--- src/rtl/hnf_txrsp_if.sv ---
// HN-F TXRSP bundle: response input from the home-node pipeline plus the
// outgoing CHI RSP link (flit, valid, pending, L-credit grant).
interface hnf_txrsp_if;

    typedef struct packed {
        logic [3:0]  qos;
        logic [10:0] tgtid;
        logic [10:0] srcid;
        logic [11:0] txnid;
        logic [4:0]  opcode;
        logic [1:0]  resperr;
        logic [2:0]  resp;
        logic [2:0]  fwdstate;
        logic [11:0] dbid;
        logic [3:0]  pcrdtype;
        logic        tracetag;
    } rspflit_t;

    rspflit_t rsp_in_flit;
    logic     rsp_in_valid;
    logic     rsp_in_ready;
    rspflit_t txrspflit;
    logic     txrspflitv;
    logic     txrspflitpend;
    logic     txrsplcrdv;

    modport master (
        input  rsp_in_flit,
        input  rsp_in_valid,
        input  txrsplcrdv,
        output rsp_in_ready,
        output txrspflit,
        output txrspflitv,
        output txrspflitpend
    );

    modport slave (
        output rsp_in_flit,
        output rsp_in_valid,
        output txrsplcrdv,
        input  rsp_in_ready,
        input  txrspflit,
        input  txrspflitv,
        input  txrspflitpend
    );

endinterface

--- src/rtl/hnf_txrsp.sv ---
// HN-F TXRSP: response FIFO launched onto the CHI RSP link under L-credit control.
// Optional HNF_TXRSP_PERF_EN adds sent-flit and credit-stall counters.
module hnf_txrsp #(
    parameter int FIFO_DEPTH = 4,
    parameter int MAX_CRD    = 15
) (
    input  logic                         clock,
    input  logic                         reset,
    hnf_txrsp_if.master                  bus,
    input  logic                         txrsp_link_en,
    output logic [$clog2(MAX_CRD+1)-1:0] txrsp_crd_cnt,
    output logic                         txrsp_stopped,
    output logic                         txrsp_crd_ovf
`ifdef HNF_TXRSP_PERF_EN
    ,
    output logic [15:0]                  txrsp_sent_cnt,
    output logic [15:0]                  txrsp_stall_cnt
`endif
);

    localparam int AW     = $clog2(FIFO_DEPTH);
    localparam int PW     = AW + 1;
    localparam int CW     = $clog2(MAX_CRD + 1);
    localparam int FLIT_W = 68;
    localparam logic [CW-1:0] CRD_MAX = CW'(MAX_CRD);

    // state    | meaning
    // ST_STOP  | link idle, credit grants ignored
    // ST_RUN   | FIFO flits launched while credits last
    // ST_DEACT | every held credit handed back as a RespLCrdReturn flit
    typedef enum logic [1:0] {
        ST_STOP  = 2'd0,
        ST_RUN   = 2'd1,
        ST_DEACT = 2'd2
    } state_t;

    state_t              r_state;
    state_t              w_state_nxt;
    logic [FLIT_W-1:0]   r_mem [FIFO_DEPTH];
    logic [PW-1:0]       r_wptr;
    logic [PW-1:0]       r_rptr;
    logic [CW-1:0]       r_crd;
    logic [CW-1:0]       w_crd_nxt;
    logic [FLIT_W-1:0]   r_flit;
    logic                r_flitv;
    logic                r_pend;
    logic                r_ovf;
    logic                w_ovf_set;
    logic                w_empty;
    logic                w_full;
    logic                w_send;
    logic                w_pop;
    logic                w_push;
    logic                w_crd_in;
    logic                w_pend_nxt;
    logic [PW-1:0]       w_fifo_cnt;
    logic [PW-1:0]       w_cnt_nxt;

    assign w_empty    = (r_wptr == r_rptr);
    assign w_full     = (r_wptr[AW] != r_rptr[AW]) && (r_wptr[AW-1:0] == r_rptr[AW-1:0]);
    assign w_fifo_cnt = r_wptr - r_rptr;

    // A launch needs the pend announced last cycle plus a held credit.
    assign w_send   = r_pend && (r_crd != '0) &&
                      (((r_state == ST_RUN) && !w_empty) || (r_state == ST_DEACT));
    assign w_pop    = w_send && (r_state == ST_RUN);
    assign w_crd_in = bus.txrsplcrdv && (r_state != ST_STOP);

    // Ready also covers full-with-pop so the slot being vacated can be refilled.
    assign bus.rsp_in_ready = !w_full || w_pop;
    assign w_push           = bus.rsp_in_valid && bus.rsp_in_ready;
    assign w_cnt_nxt        = w_fifo_cnt + PW'(w_push) - PW'(w_pop);

    always_comb begin
        w_crd_nxt = r_crd;
        w_ovf_set = 1'b0;
        if (w_crd_in && !w_send) begin
            if (r_crd == CRD_MAX) begin
                w_ovf_set = 1'b1;
            end else begin
                w_crd_nxt = r_crd + CW'(1);
            end
        end else if (!w_crd_in && w_send) begin
            w_crd_nxt = r_crd - CW'(1);
        end
    end

    always_comb begin
        w_state_nxt = r_state;
        case (r_state)
            ST_STOP:  if (txrsp_link_en) w_state_nxt = ST_RUN;
            ST_RUN:   if (!txrsp_link_en) w_state_nxt = ST_DEACT;
            ST_DEACT: if ((r_crd == '0) && !r_flitv) w_state_nxt = ST_STOP;
            default:  w_state_nxt = ST_STOP;
        endcase
    end

    assign w_pend_nxt = (w_crd_nxt != '0) &&
                        (((w_state_nxt == ST_RUN) && (w_cnt_nxt != '0)) ||
                         (w_state_nxt == ST_DEACT));

    always_ff @(posedge clock or negedge reset) begin
        if (!reset) begin
            r_state <= ST_STOP;
            r_wptr  <= '0;
            r_rptr  <= '0;
            r_crd   <= '0;
            r_flit  <= '0;
            r_flitv <= 1'b0;
            r_pend  <= 1'b0;
            r_ovf   <= 1'b0;
        end else begin
            r_state <= w_state_nxt;
            r_crd   <= w_crd_nxt;
            r_pend  <= w_pend_nxt;
            r_flitv <= w_send;
            if (w_ovf_set) r_ovf <= 1'b1;
            // Credit returns are all-zero flits, i.e. opcode RespLCrdReturn.
            if (w_send) r_flit <= w_pop ? r_mem[r_rptr[AW-1:0]] : '0;
            if (w_push) r_wptr <= r_wptr + PW'(1);
            if (w_pop)  r_rptr <= r_rptr + PW'(1);
        end
    end

    always_ff @(posedge clock) begin
        if (w_push) r_mem[r_wptr[AW-1:0]] <= bus.rsp_in_flit;
    end

    assign bus.txrspflit     = r_flit;
    assign bus.txrspflitv    = r_flitv;
    assign bus.txrspflitpend = r_pend;
    assign txrsp_crd_cnt     = r_crd;
    assign txrsp_stopped     = (r_state == ST_STOP);
    assign txrsp_crd_ovf     = r_ovf;

`ifdef HNF_TXRSP_PERF_EN
    logic [15:0] r_sent_cnt;
    logic [15:0] r_stall_cnt;

    always_ff @(posedge clock or negedge reset) begin
        if (!reset) begin
            r_sent_cnt  <= '0;
            r_stall_cnt <= '0;
        end else begin
            if (w_pop) r_sent_cnt <= r_sent_cnt + 16'd1;
            if ((r_state == ST_RUN) && !w_empty && (r_crd == '0))
                r_stall_cnt <= r_stall_cnt + 16'd1;
        end
    end

    assign txrsp_sent_cnt  = r_sent_cnt;
    assign txrsp_stall_cnt = r_stall_cnt;
`endif

endmodule

--- src/flat_wrapper.sv ---
// flat-port wrapper written by rule: the top's interface ports become plain ports
module hnf_txrsp_flat 
#(
    parameter int FIFO_DEPTH = 4,
    parameter int MAX_CRD    = 15
)
  (clock, reset, txrsp_link_en, txrsp_crd_cnt, txrsp_stopped, txrsp_crd_ovf, bus_rsp_in_flit, bus_rsp_in_valid, bus_txrsplcrdv, bus_rsp_in_ready, bus_txrspflit, bus_txrspflitv, bus_txrspflitpend);
  hnf_txrsp_if bus_i ();
  input  logic clock;
  input  logic reset;
  input  logic txrsp_link_en;
  output logic [$clog2(MAX_CRD+1)-1:0] txrsp_crd_cnt;
  output logic txrsp_stopped;
  output logic txrsp_crd_ovf;
  input wire logic [$bits(bus_i.rsp_in_flit)-1:0] bus_rsp_in_flit;
  input wire logic [$bits(bus_i.rsp_in_valid)-1:0] bus_rsp_in_valid;
  input wire logic [$bits(bus_i.txrsplcrdv)-1:0] bus_txrsplcrdv;
  output wire logic [$bits(bus_i.rsp_in_ready)-1:0] bus_rsp_in_ready;
  output wire logic [$bits(bus_i.txrspflit)-1:0] bus_txrspflit;
  output wire logic [$bits(bus_i.txrspflitv)-1:0] bus_txrspflitv;
  output wire logic [$bits(bus_i.txrspflitpend)-1:0] bus_txrspflitpend;
  assign bus_i.rsp_in_flit = bus_rsp_in_flit;
  assign bus_i.rsp_in_valid = bus_rsp_in_valid;
  assign bus_i.txrsplcrdv = bus_txrsplcrdv;
  assign bus_rsp_in_ready = bus_i.rsp_in_ready;
  assign bus_txrspflit = bus_i.txrspflit;
  assign bus_txrspflitv = bus_i.txrspflitv;
  assign bus_txrspflitpend = bus_i.txrspflitpend;
  hnf_txrsp #(.FIFO_DEPTH(FIFO_DEPTH), .MAX_CRD(MAX_CRD)) u_core (.clock(clock), .reset(reset), .bus(bus_i), .txrsp_link_en(txrsp_link_en), .txrsp_crd_cnt(txrsp_crd_cnt), .txrsp_stopped(txrsp_stopped), .txrsp_crd_ovf(txrsp_crd_ovf));
endmodule
--- config.mk ---
export PLATFORM = sky130hd
export DESIGN_NAME = hnf_txrsp_flat
export DESIGN_NICKNAME = d
export VERILOG_FILES = /design/src/rtl/hnf_txrsp_if.sv /design/src/rtl/hnf_txrsp.sv /design/src/flat_wrapper.sv
export SDC_FILE = /design/constraint.sdc
export NUM_CORES = 1
export LEC_CHECK = 0
export CAP_MARGIN = 20
export CORE_ASPECT_RATIO = 1.2
export CORE_MARGIN = 3
export CORE_UTILIZATION = 48
export CTS_CLUSTER_SIZE = 25
export DETAILED_ROUTE_END_ITERATION = 10
export PLACE_DENSITY = 0.79
export SYNTH_ARGS = -nofsm -noshare
export SYNTH_HDL_FRONTEND = slang
export SYNTH_SLANG_ARGS = --single-unit
export TNS_END_PERCENT = 20
--- constraint.sdc ---
create_clock -name clock -period 3.7 [get_ports clock]
set_clock_uncertainty 0.1 [all_clocks]
set_input_delay 0.555 -clock clock [delete_from_list [all_inputs] [get_ports clock]]
set_output_delay 0.555 -clock clock [all_outputs]
set_load 0.02 [all_outputs]
; Word-level counts from Yosys, hierarchy flattened
; Memories as Yosys holds them, arrays and structs flattened.
; Cells that the tools add are included.
[classes]
reduce_logical = 26
div_mod_pow = 0
n_addsub = 7
n_eq_ne = 8
n_lt_le_gt_ge = 0
n_shift = 0
n_mux = 12
multipliers = 0
n_bitwise = 0
[ops]
columns = op, count
row1 = $mux 68, 1
row2 = $logic_and 1x1->1, 12
row3 = $mux 4, 3
row4 = $reduce_bool 4->1, 2
row5 = $add 3x1->3 const B, 2
row6 = $mux 2, 3
row7 = $pmux 2 s3, 1
row8 = $logic_not 1->1, 5
row9 = $add 4x1->4 const B, 1
row10 = $eq 2x1->1 const B, 2
row11 = $eq 2x2->1 const B, 2
row12 = $eq 4x4->1 const B, 1
row13 = $logic_not 4->1, 1
row14 = $mux 1, 4
row15 = $sub 4x1->4 const B, 1
row16 = $add 3x1->3, 1
row17 = $eq 3x3->1, 1
row18 = $logic_or 1x1->1, 3
row19 = $reduce_bool 3->1, 1
row20 = $sub 3x1->3, 1
row21 = $sub 3x3->3, 1
row22 = $eq 2x2->1, 1
row23 = $logic_not 2->1, 1
row24 = $reduce_bool 2->1, 1
row25 = $ne 1x1->1, 1
[word_totals]
rom_bits = 0
word_cells = 62
output_inout_bits = 77
inputBits = 73
reg_bits = 83
n_memories = 1
mem_bits_rw = 272
latchBits = 0
[memory_table]
columns = memory, words, width, rd, rd_ports_with_merged_regs, write_ports, line
row1 = u_core.r_mem, 4, 68, 1, 0, 1, hnf_txrsp.sv:39  ; logic [FLIT_W-1:0] r_mem [FIFO_DEPTH];

; Longest topological paths before layout
; Gate-level depths: netlist of run 1.
[depth]
ltp_word = 14
depth_mapped = 17
mapped_depth_nobuf = 16

; Worst setup path after synthesis of run 1
; Ideal clock, no wire load.
[synth_path]
path_kind = register to register
from = register u_core.r_crd[0] (netlist: u_core.txrsp_crd_cnt[0])
to = register u_core.r_pend (netlist: u_core.bus.txrspflitpend)
required_time_ns = 3.471
setup_slack_ns = -0.002
arrival_time_ns = 3.472
setup_ns = 0.129
path_buffers = 1
synth_period_minus_slack_ns = 3.702
stages_incl_launch_ff = 18
cell_sequence = dfrtp_1 inv_1 ha_1 or3b_1 nand3_1 a21oi_1 clkbuf_1 inv_1 fa_1 inv_1 fa_1 inv_1 ha_1 xor2_1 xnor2_1 o31ai_1 nand2b_1 o41a_1
[synth_between]
elab_chain_len = 12
elab_cells_between_ends = 28
classes_between = add/sub: 4 / eq/ne: 3 / mux: 5 / reduce/logical: 16
[synth_rtl]
columns = item, line
row1 = from (decl), hnf_txrsp.sv:42  ; logic [CW-1:0] r_crd;
row2 = from (signal assigned), hnf_txrsp.sv:114  ; r_crd <= w_crd_nxt;
row3 = $reduce_bool 4->1, hnf_txrsp.sv:64  ; assign w_send = r_pend && (r_crd != '0) &&
row4 = $logic_and 1x1->1 (2 in a row), hnf_txrsp.sv:64
row5 = $logic_and 1x1->1, hnf_txrsp.sv:66  ; assign w_pop = w_send && (r_state == ST_RUN);
row6 = $logic_or 1x1->1, hnf_txrsp.sv:70  ; assign bus.rsp_in_ready = !w_full || w_pop;
row7 = $logic_and 1x1->1, hnf_txrsp.sv:71  ; assign w_push = bus.rsp_in_valid && bus.rsp_in_ready;
row8 = $add 3x1->3, hnf_txrsp.sv:72  ; assign w_cnt_nxt = w_fifo_cnt + PW'(w_push) - PW'(w_pop);
row9 = $sub 3x1->3, hnf_txrsp.sv:72
row10 = $reduce_bool 3->1, hnf_txrsp.sv:99  ; (((w_state_nxt == ST_RUN) && (w_cnt_nxt != '0)) ||
row11 = $logic_and 1x1->1, hnf_txrsp.sv:99
row12 = $logic_or 1x1->1, hnf_txrsp.sv:99
row13 = $logic_and 1x1->1 *, hnf_txrsp.sv:98  ; assign w_pend_nxt = (w_crd_nxt != '0) &&
row14 = named net u_core.w_pend_nxt, hnf_txrsp.sv:55  ; logic w_pend_nxt;
row15 = to (signal assigned), hnf_txrsp.sv:115  ; r_pend <= w_pend_nxt;
row16 = to (decl), hnf_txrsp.sv:46  ; logic r_pend;
; Mark *: on every way through the listed nets, which the timed path passes. The rest lies on a longest branch.
; A chain may end at the register's enable or synchronous reset.

; Worst setup path in the final report of run 1
[layout_path]
from = register u_core.r_crd[0] (netlist: u_core.txrsp_crd_cnt[0])
to = register u_core.r_pend (netlist: u_core.bus.txrspflitpend)
[layout_between]
elab_chain_len = 12
elab_cells_between_ends = 28
classes_between = add/sub: 4 / eq/ne: 3 / mux: 5 / reduce/logical: 16
[layout_rtl]
columns = item, line
row1 = $reduce_bool 4->1, hnf_txrsp.sv:64
row2 = $logic_and 1x1->1 (2 in a row), hnf_txrsp.sv:64
row3 = $logic_and 1x1->1, hnf_txrsp.sv:66
row4 = $logic_or 1x1->1, hnf_txrsp.sv:70
row5 = $logic_and 1x1->1, hnf_txrsp.sv:71
row6 = named net u_core.w_push, hnf_txrsp.sv:53  ; logic w_push;
row7 = $add 3x1->3, hnf_txrsp.sv:72
row8 = $sub 3x1->3, hnf_txrsp.sv:72
row9 = $reduce_bool 3->1, hnf_txrsp.sv:99
row10 = $logic_and 1x1->1, hnf_txrsp.sv:99
row11 = $logic_or 1x1->1, hnf_txrsp.sv:99
row12 = $logic_and 1x1->1, hnf_txrsp.sv:98
row13 = named net u_core.w_pend_nxt, hnf_txrsp.sv:55
; The timed path passes the listed nets, and every way through them passes these cells.

==> results.json, run 1 <==
{
  "slew_violations": 0,
  "vias_per_cell": 5.68,
  "grt_pass1_wl_mm": 40.3,
  "gp_congestion": 0.808,
  "clk_pin_slew_ps": 60,
  "finalCritPeriodShare_pct": 93.8,
  "rr_endpoint": "u_core.bus.txrspflitpend",
  "drv_cap": 0,
  "r2r_start": "u_core.txrsp_crd_cnt[0]",
  "synth_area_leaders": "edfxtp_1 62%, dfrtp_1 16%, mux4_2 12%",
  "clock-sinks": 355,
  "place_ws_ps": 37.8,
  "r2r_slack_ps": 230,
  "grt_use_met2_pct": 31.4,
  "top_usage_layer": "met2",
  "setup_ws_ps": 229,
  "yosys.area.top_type": "edfxtp_1",
  "grt_max_degree": 72,
  "grt_pass1_vias": 6961,
  "grt_overflow": 0,
  "synth_fa_ha_area_share_pct": 1.16,
  "status": "finished clean",
  "worst_ir_drop_vdd_mv": 0.481,
  "finalNetCount": 861,
  "use_met3_pct": 3.52,
  "cts_buffers": 35,
  "power_mw": 13.8,
  "synth_warnings": 0,
  "path_max_fanout": 4,
  "slew-limit-headroom_pct": 26.9,
  "insertion_delay_ps": 500,
  "fin_cells": 1137,
  "cts_tree": "built",
  "dieArea_um2": 29400,
  "fin_util_pct": 61.3,
  "finalHoldViolations": 0,
  "worstMarginPinSlew_ps": 1100,
  "vias": 6453,
  "critical_path.endpoint_type": "register",
  "antenna_found_initial": 0,
  "diodes": 0,
  "rows": 65,
  "drtIter0Drc": 283,
  "final.setup.tns_ps": 0,
  "synth_area_per_cell_um2": 21.7,
  "ant_nets": 0,
  "synth_top_family_by_area": "multiplexers",
  "remaining_drc_errors": 0,
  "arrival_ps": 3740,
  "synth_xor_area_share_pct": 0.734,
  "worstSetupStartpointType": "register",
  "die_h_um": 187,
  "fmax_ghz": 0.288,
  "num-fill-cells": 1841,
  "wl_mm": 25.9,
  "drt_first_pass_iters": 5,
  "cts_max_level": 2,
  "wire_per_inst_um": 22.8,
  "synthMuxAreaShare_pct": 12.2,
  "cts_root_buffer": "clkbuf_16",
  "ys_seq_elements": 355,
  "coreArea_um2": 26600,
  "layout-drive-gt1-share_pct": 19.7,
  "setup_viol": 0,
  "area_growth_pct": 24.2,
  "port_buffers": 149,
  "die_x_um": 157,
  "yosysTopAreaCellShare_pct": 62.2,
  "initial_utilization_pct": 49.4,
  "leakage_nw": 5.73,
  "yosysSeqAreaShare_pct": 78.1,
  "r2r_cells": 16,
  "ios": 150,
  "yosys.area_share.simple_pct": 1.26,
  "synth_compound_area_share_pct": 5.32,
  "grt_use_met1_pct": 23.0,
  "syn_inst": 604,
  "syn_area_um2": 13100,
  "clockBufferDepth": 3,
  "path_class": "reg2reg",
  "placedCellCount": 1072,
  "synth.distinct_cells": 41,
  "rsz0062_at_grt": "no",
  "hp-class": "in2async",
  "post-route-min-period_ps": 3470,
  "synthesis.nets": 688,
  "required_ps": 3970,
  "dp_hpwl_mm": 15.0,
  "power_density_nw_per_um2": 845,
  "grt_usage_pct": 18.0
}
-- where the power goes --
| group | total (mW) | internal (mW) | switching [mW] |
|---|---|---|---|
| sequential | 5.79 | 5.40 | 0.387 |
| clock | 3.50 | 2.11 | 1.39 |
| combinational | 4.48 | 2.12 | 2.36 |
-- timing repair --
item | 4_1_cts | 5_1_grt
setup buffers | 0 | 3
gates resized for setup | 0 | 8
hold buffers | 0 | 0
endpoints found under the setup margin | 0 | 1
-- critical path, stage by stage (launching register included) --
cell and delay [ps]:
dfrtp_2 420, inv_1 60, ha_1 150, or3b_4 400
nand3_4 100, nand3b_1 100, and2_4 170, fa_1 400
inv_1 80, fa_1 380, inv_1 70, ha_2 190
xor2_2 150, xnor2_1 90, o31ai_1 260, nand2b_1 90
o41a_1 120
-- area by class of cell --
type	instances	area, um2	area share [%]
inverters	9	33.8	0.207
multi-input cells	208	2770	17.0
clock buffers	48	965	5.92
clock inverters	14	180	1.11
repair buffers	168	1680	10.3
flip-flops and latches	355	10300	62.9
well taps	335	419	2.57
-- flip-flops by register name, summed over array words and instances, names as in the netlist --
name                      flops
u_core.bus.txrspflit         68
u_core.bus.txrspflitpend      1
u_core.bus.txrspflitv         1
u_core.r_mem                272
u_core.r_rptr                 3
u_core.r_state                2
u_core.r_wptr                 3
u_core.txrsp_crd_cnt          4
u_core.txrsp_crd_ovf          1
-- cells in the final DEF (no fill, tap or decap), types with 5 or more instances in the layout --
| master | Yosys | final |
|---|---|---|
| mux4_2 | 68 | 68 |
| o21ai_0 | 5 | 5 |
| dfrtp_1 | 83 | 80 |
| clkbuf_16 | 0 | 35 |
| buf_4 | 2 | 16 |
| clkbuf_1 | 24 | 9 |
| ha_1 | 9 | 8 |
| inv_1 | 8 | 8 |
| clkdlybuf4s50_1 | 0 | 148 |
| a22o_1 | 68 | 68 |
| edfxtp_1 | 272 | 272 |
| xnor2_1 | 7 | 7 |
-- kinds of logic (layout without fill, tap and decap cells) --
logic type / after synthesis / in the layout
compound gates: 83 / 83
buf+inv: 41 / 239
flops: 355 / 355
xor+xnor: 11 / 11
mux: 74 / 74
fa+ha+maj: 11 / 11
simple gates: 29 / 29
-- metal layers --
layer / share of wire [%] / vias up
met3: 4.8 / 46
met2: 53 / 180
met1: 40 / 3381
li1: - / 2846
met4: 2.1 / 0
met5: 0 / -
-- cell usage after synthesis (all sizes together) --
cell    number
o41a         1
nor4         1
mux2         4
fa           2
xnor2        7
nor2         4
nor3b        2
o21a         1
nand4        1
clkbuf      25
ha           9
buf          7
a311oi       1
or3b         1
a31o         1
o32ai        1
and3         5
xor2         4
o21ai        5
a311o        1
and2         1
nand2b       2
inv          9
nand3b       2
nand2        4
o31ai        1
edfxtp     272
nor3         1
a22o        68
mux4        68
nand3        2
nor2b        3
dfrtp       83
mux2i        2
a21oi        3
-- worst max path at each step --
stage                               end                    start  slack (ps)
5_1_grt        u_core.bus.txrspflitpend  u_core.txrsp_crd_cnt[0]           1
3_5_place_dp   u_core.bus.txrspflitpend  u_core.txrsp_crd_cnt[0]          40
3_3_place_gp   u_core.bus.txrspflitpend  u_core.txrsp_crd_cnt[0]         180
6_report       u_core.bus.txrspflitpend  u_core.txrsp_crd_cnt[0]         230
4_1_cts        u_core.bus.txrspflitpend  u_core.txrsp_crd_cnt[0]          30
2_1_floorplan  u_core.bus.txrspflitpend  u_core.txrsp_crd_cnt[1]          30
-- per-stage QoR --
step	hold slack [ps]	instance area, um2
3_3_place_gp	352	15100
3_5_place_dp	366	15100
5_1_grt	69.3	16300
4_1_cts	47.2	16300
6_report	28.2	16300
2_1_floorplan	159	13100
Power figures use the tool's default switching activity.
==> run 2, diff against run 1 <==
--- a/config.mk
+++ b/config.mk
@@ -8,10 +8,12 @@
 export CAP_MARGIN = 20
 export CORE_ASPECT_RATIO = 1.2
 export CORE_MARGIN = 3
-export CORE_UTILIZATION = 48
+export CORE_UTILIZATION = 50
 export CTS_CLUSTER_SIZE = 25
 export DETAILED_ROUTE_END_ITERATION = 10
-export PLACE_DENSITY = 0.79
+export GPL_ROUTABILITY_DRIVEN = 0
+export HOLD_SLACK_MARGIN = 0.12
+export PLACE_DENSITY = 0.81
 export SYNTH_ARGS = -nofsm -noshare
 export SYNTH_HDL_FRONTEND = slang
 export SYNTH_SLANG_ARGS = --single-unit
==> results.json, run 2 (synthesis results as in run 1) <==
{
  "slew_violations": 0,
  "hp-class": "reg2reg",
  "port_buffers": 149,
  "clk_pin_slew_ps": 60,
  "drt_first_pass_iters": 4,
  "required_ps": 3970,
  "status": "finished clean",
  "layout_commonest_cell": "edfxtp_1",
  "grt_pass1_vias": 7163,
  "worst_ir_drop_vdd_mv": 0.505,
  "critical_path.endpoint_type": "register",
  "fmax_ghz": 0.278,
  "r2r_slack_ps": 110,
  "wire_per_inst_um": 23.5,
  "slew-limit-headroom_pct": 29.6,
  "finalHoldViolations": 0,
  "p_sw_mw": 4.15,
  "power_density_nw_per_um2": 841,
  "switching_share_pct": 30.3,
  "dp_hpwl_mm": 15.1,
  "grt_pass1_wl_mm": 41.3,
  "arrival_ps": 3860,
  "p_int_mw": 9.55,
  "vias": 6503,
  "hold_start": "u_core.txrsp_crd_ovf",
  "post-route-min-period_ps": 3590,
  "layout-drive-gt1-share_pct": 20.1,
  "finalCritPeriodShare_pct": 97.2,
  "area_growth_pct": 24.1,
  "largest_reg_flops": 272,
  "cts_buffers": 34,
  "ios": 150,
  "seq_power_share_pct": 42.5,
  "rows": 64,
  "vias_per_cell": 5.73,
  "diodes": 0,
  "grt_max_degree": 72,
  "worstSetupStartpointType": "register",
  "cts_tree": "built",
  "leakage_nw": 5.74,
  "power_mw": 13.7,
  "cts_root_buffer": "clkbuf_16",
  "hold_depth": 1,
  "die_x_um": 154,
  "path_max_fanout": 5,
  "grt_usage_pct": 18.9,
  "insertion_delay_ps": 490,
  "coreArea_um2": 25700,
  "final.setup.tns_ps": 0,
  "antenna_found_initial": 1,
  "wl_mm": 26.7,
  "placed_area_um2": 15000,
  "rr_endpoint": "u_core.bus.txrspflitpend",
  "die_h_um": 183,
  "dieArea_um2": 28200,
  "setup_viol": 0,
  "num-fill-cells": 1646,
  "clockPowerShare_pct": 24.3,
  "initial_utilization_pct": 51.1,
  "drtIter0Drc": 461,
  "drv_cap": 0,
  "postLayoutCellArea_um2": 16300,
  "worstHoldEndpoint": "u_core.txrsp_crd_ovf",
  "finalNetCount": 864,
  "grt_overflow": 0,
  "r2r_cells": 16,
  "worstMarginPinSlew_ps": 1060,
  "clock-sinks": 355,
  "r2r_start": "u_core.txrsp_crd_cnt[0]",
  "pwr-share-comb_pct": 33.2,
  "path_class": "reg2reg",
  "ant_nets": 0,
  "final_cell_mix": "272 x edfxtp_1, 148 x clkdlybuf4s50_1, 80 x dfrtp_1",
  "clockBufferDepth": 3,
  "cts_max_level": 2,
  "remaining_drc_errors": 0
}
## run 2: cell count changes in the layout (fill, tap and decap cells not counted), sizes merged, moves of 2 or more
cell / before / now
buf: 20 / 23
bufinv: 4 / 1
clkinv: 7 / 11
clkinvlp: 2 / 0
## run 2: layout make-up
cell class                 count  area [um2]  share of cell area (%)
clock inverter                12        80.1                   0.492
tap                          330         413                    2.53
clock buffer                  49        1010                    6.21
sequential                   355       10300                    62.9
timing repair buffer         172        1720                    10.6
inverter                       9        33.8                   0.207
multi-input combinational    208        2770                    17.0
## run 2: metrics by stage
step	hold slack (ps)	utilization, %	instances	setup slack [ps]
2_1_floorplan	159	-	604	26.4
3_3_place_gp	358	58.5	1064	171
3_5_place_dp	358	58.5	1064	-37.6
4_1_cts	372	62.8	1126	0.0271
5_1_grt	378	63.4	1135	-71.0
6_report	380	63.4	1135	105
## run 2: critical path, cell delays in order (launching register included)
cell and delay [ps]:
dfrtp_2 430, inv_1 80, ha_2 200, or3b_4 420, nand3_4 110, nand3b_1 150
and2_4 200, fa_2 390, inv_2 70, fa_1 380, inv_1 70, ha_2 190
xor2_2 150, xnor2_1 90, o31ai_1 230, nand2b_1 90, o41a_1 110
## run 2: power groups by stage
stage	Combinational [mW]	Sequential, mW	Clock [mW]
final	4.56	5.82	3.33
after global routing	4.89	5.90	3.56
after global placement	4.30	5.82	0
after floorplan	2.52	6.16	0
after detailed placement	4.44	5.90	0
after CTS	4.46	5.84	3.40
## run 2: timing repair
item                                   in CTS  in global routing
pin swaps                                   0                  5
setup endpoints to repair                   1                  1
endpoints found under the hold margin      51                  0
hold buffers                                1                  0
buffers inserted                            0                  6
resized for setup                           2                  9
## run 2: how the worst max path moves through the flow
stage                             from                        to
6_report       u_core.txrsp_crd_cnt[0]  u_core.bus.txrspflitpend
4_1_cts        u_core.txrsp_crd_cnt[0]  u_core.bus.txrspflitpend
2_1_floorplan  u_core.txrsp_crd_cnt[1]  u_core.bus.txrspflitpend
5_1_grt        u_core.txrsp_crd_cnt[0]  u_core.bus.txrspflitpend
3_3_place_gp   u_core.txrsp_crd_cnt[0]  u_core.bus.txrspflitpend
3_5_place_dp   u_core.txrsp_crd_cnt[0]  u_core.bus.txrspflitpend
## run 2: layer usage
layer	GRT usage (%)	share of wire, %	up-vias
met2	33.0	53	203
met1	24.2	39	3393
met5	0	0.049	-
met3	3.25	4.8	60
met4	6.86	3.4	2
li1	-	-	2845
==> run 3, diff against run 2 <==
--- a/config.mk
+++ b/config.mk
@@ -11,7 +11,6 @@
 export CORE_UTILIZATION = 50
 export CTS_CLUSTER_SIZE = 25
 export DETAILED_ROUTE_END_ITERATION = 10
-export GPL_ROUTABILITY_DRIVEN = 0
 export HOLD_SLACK_MARGIN = 0.12
 export PLACE_DENSITY = 0.81
 export SYNTH_ARGS = -nofsm -noshare
==> results of run 3 <==
The final DEF is identical to that of run 2; final timing and power are the same.
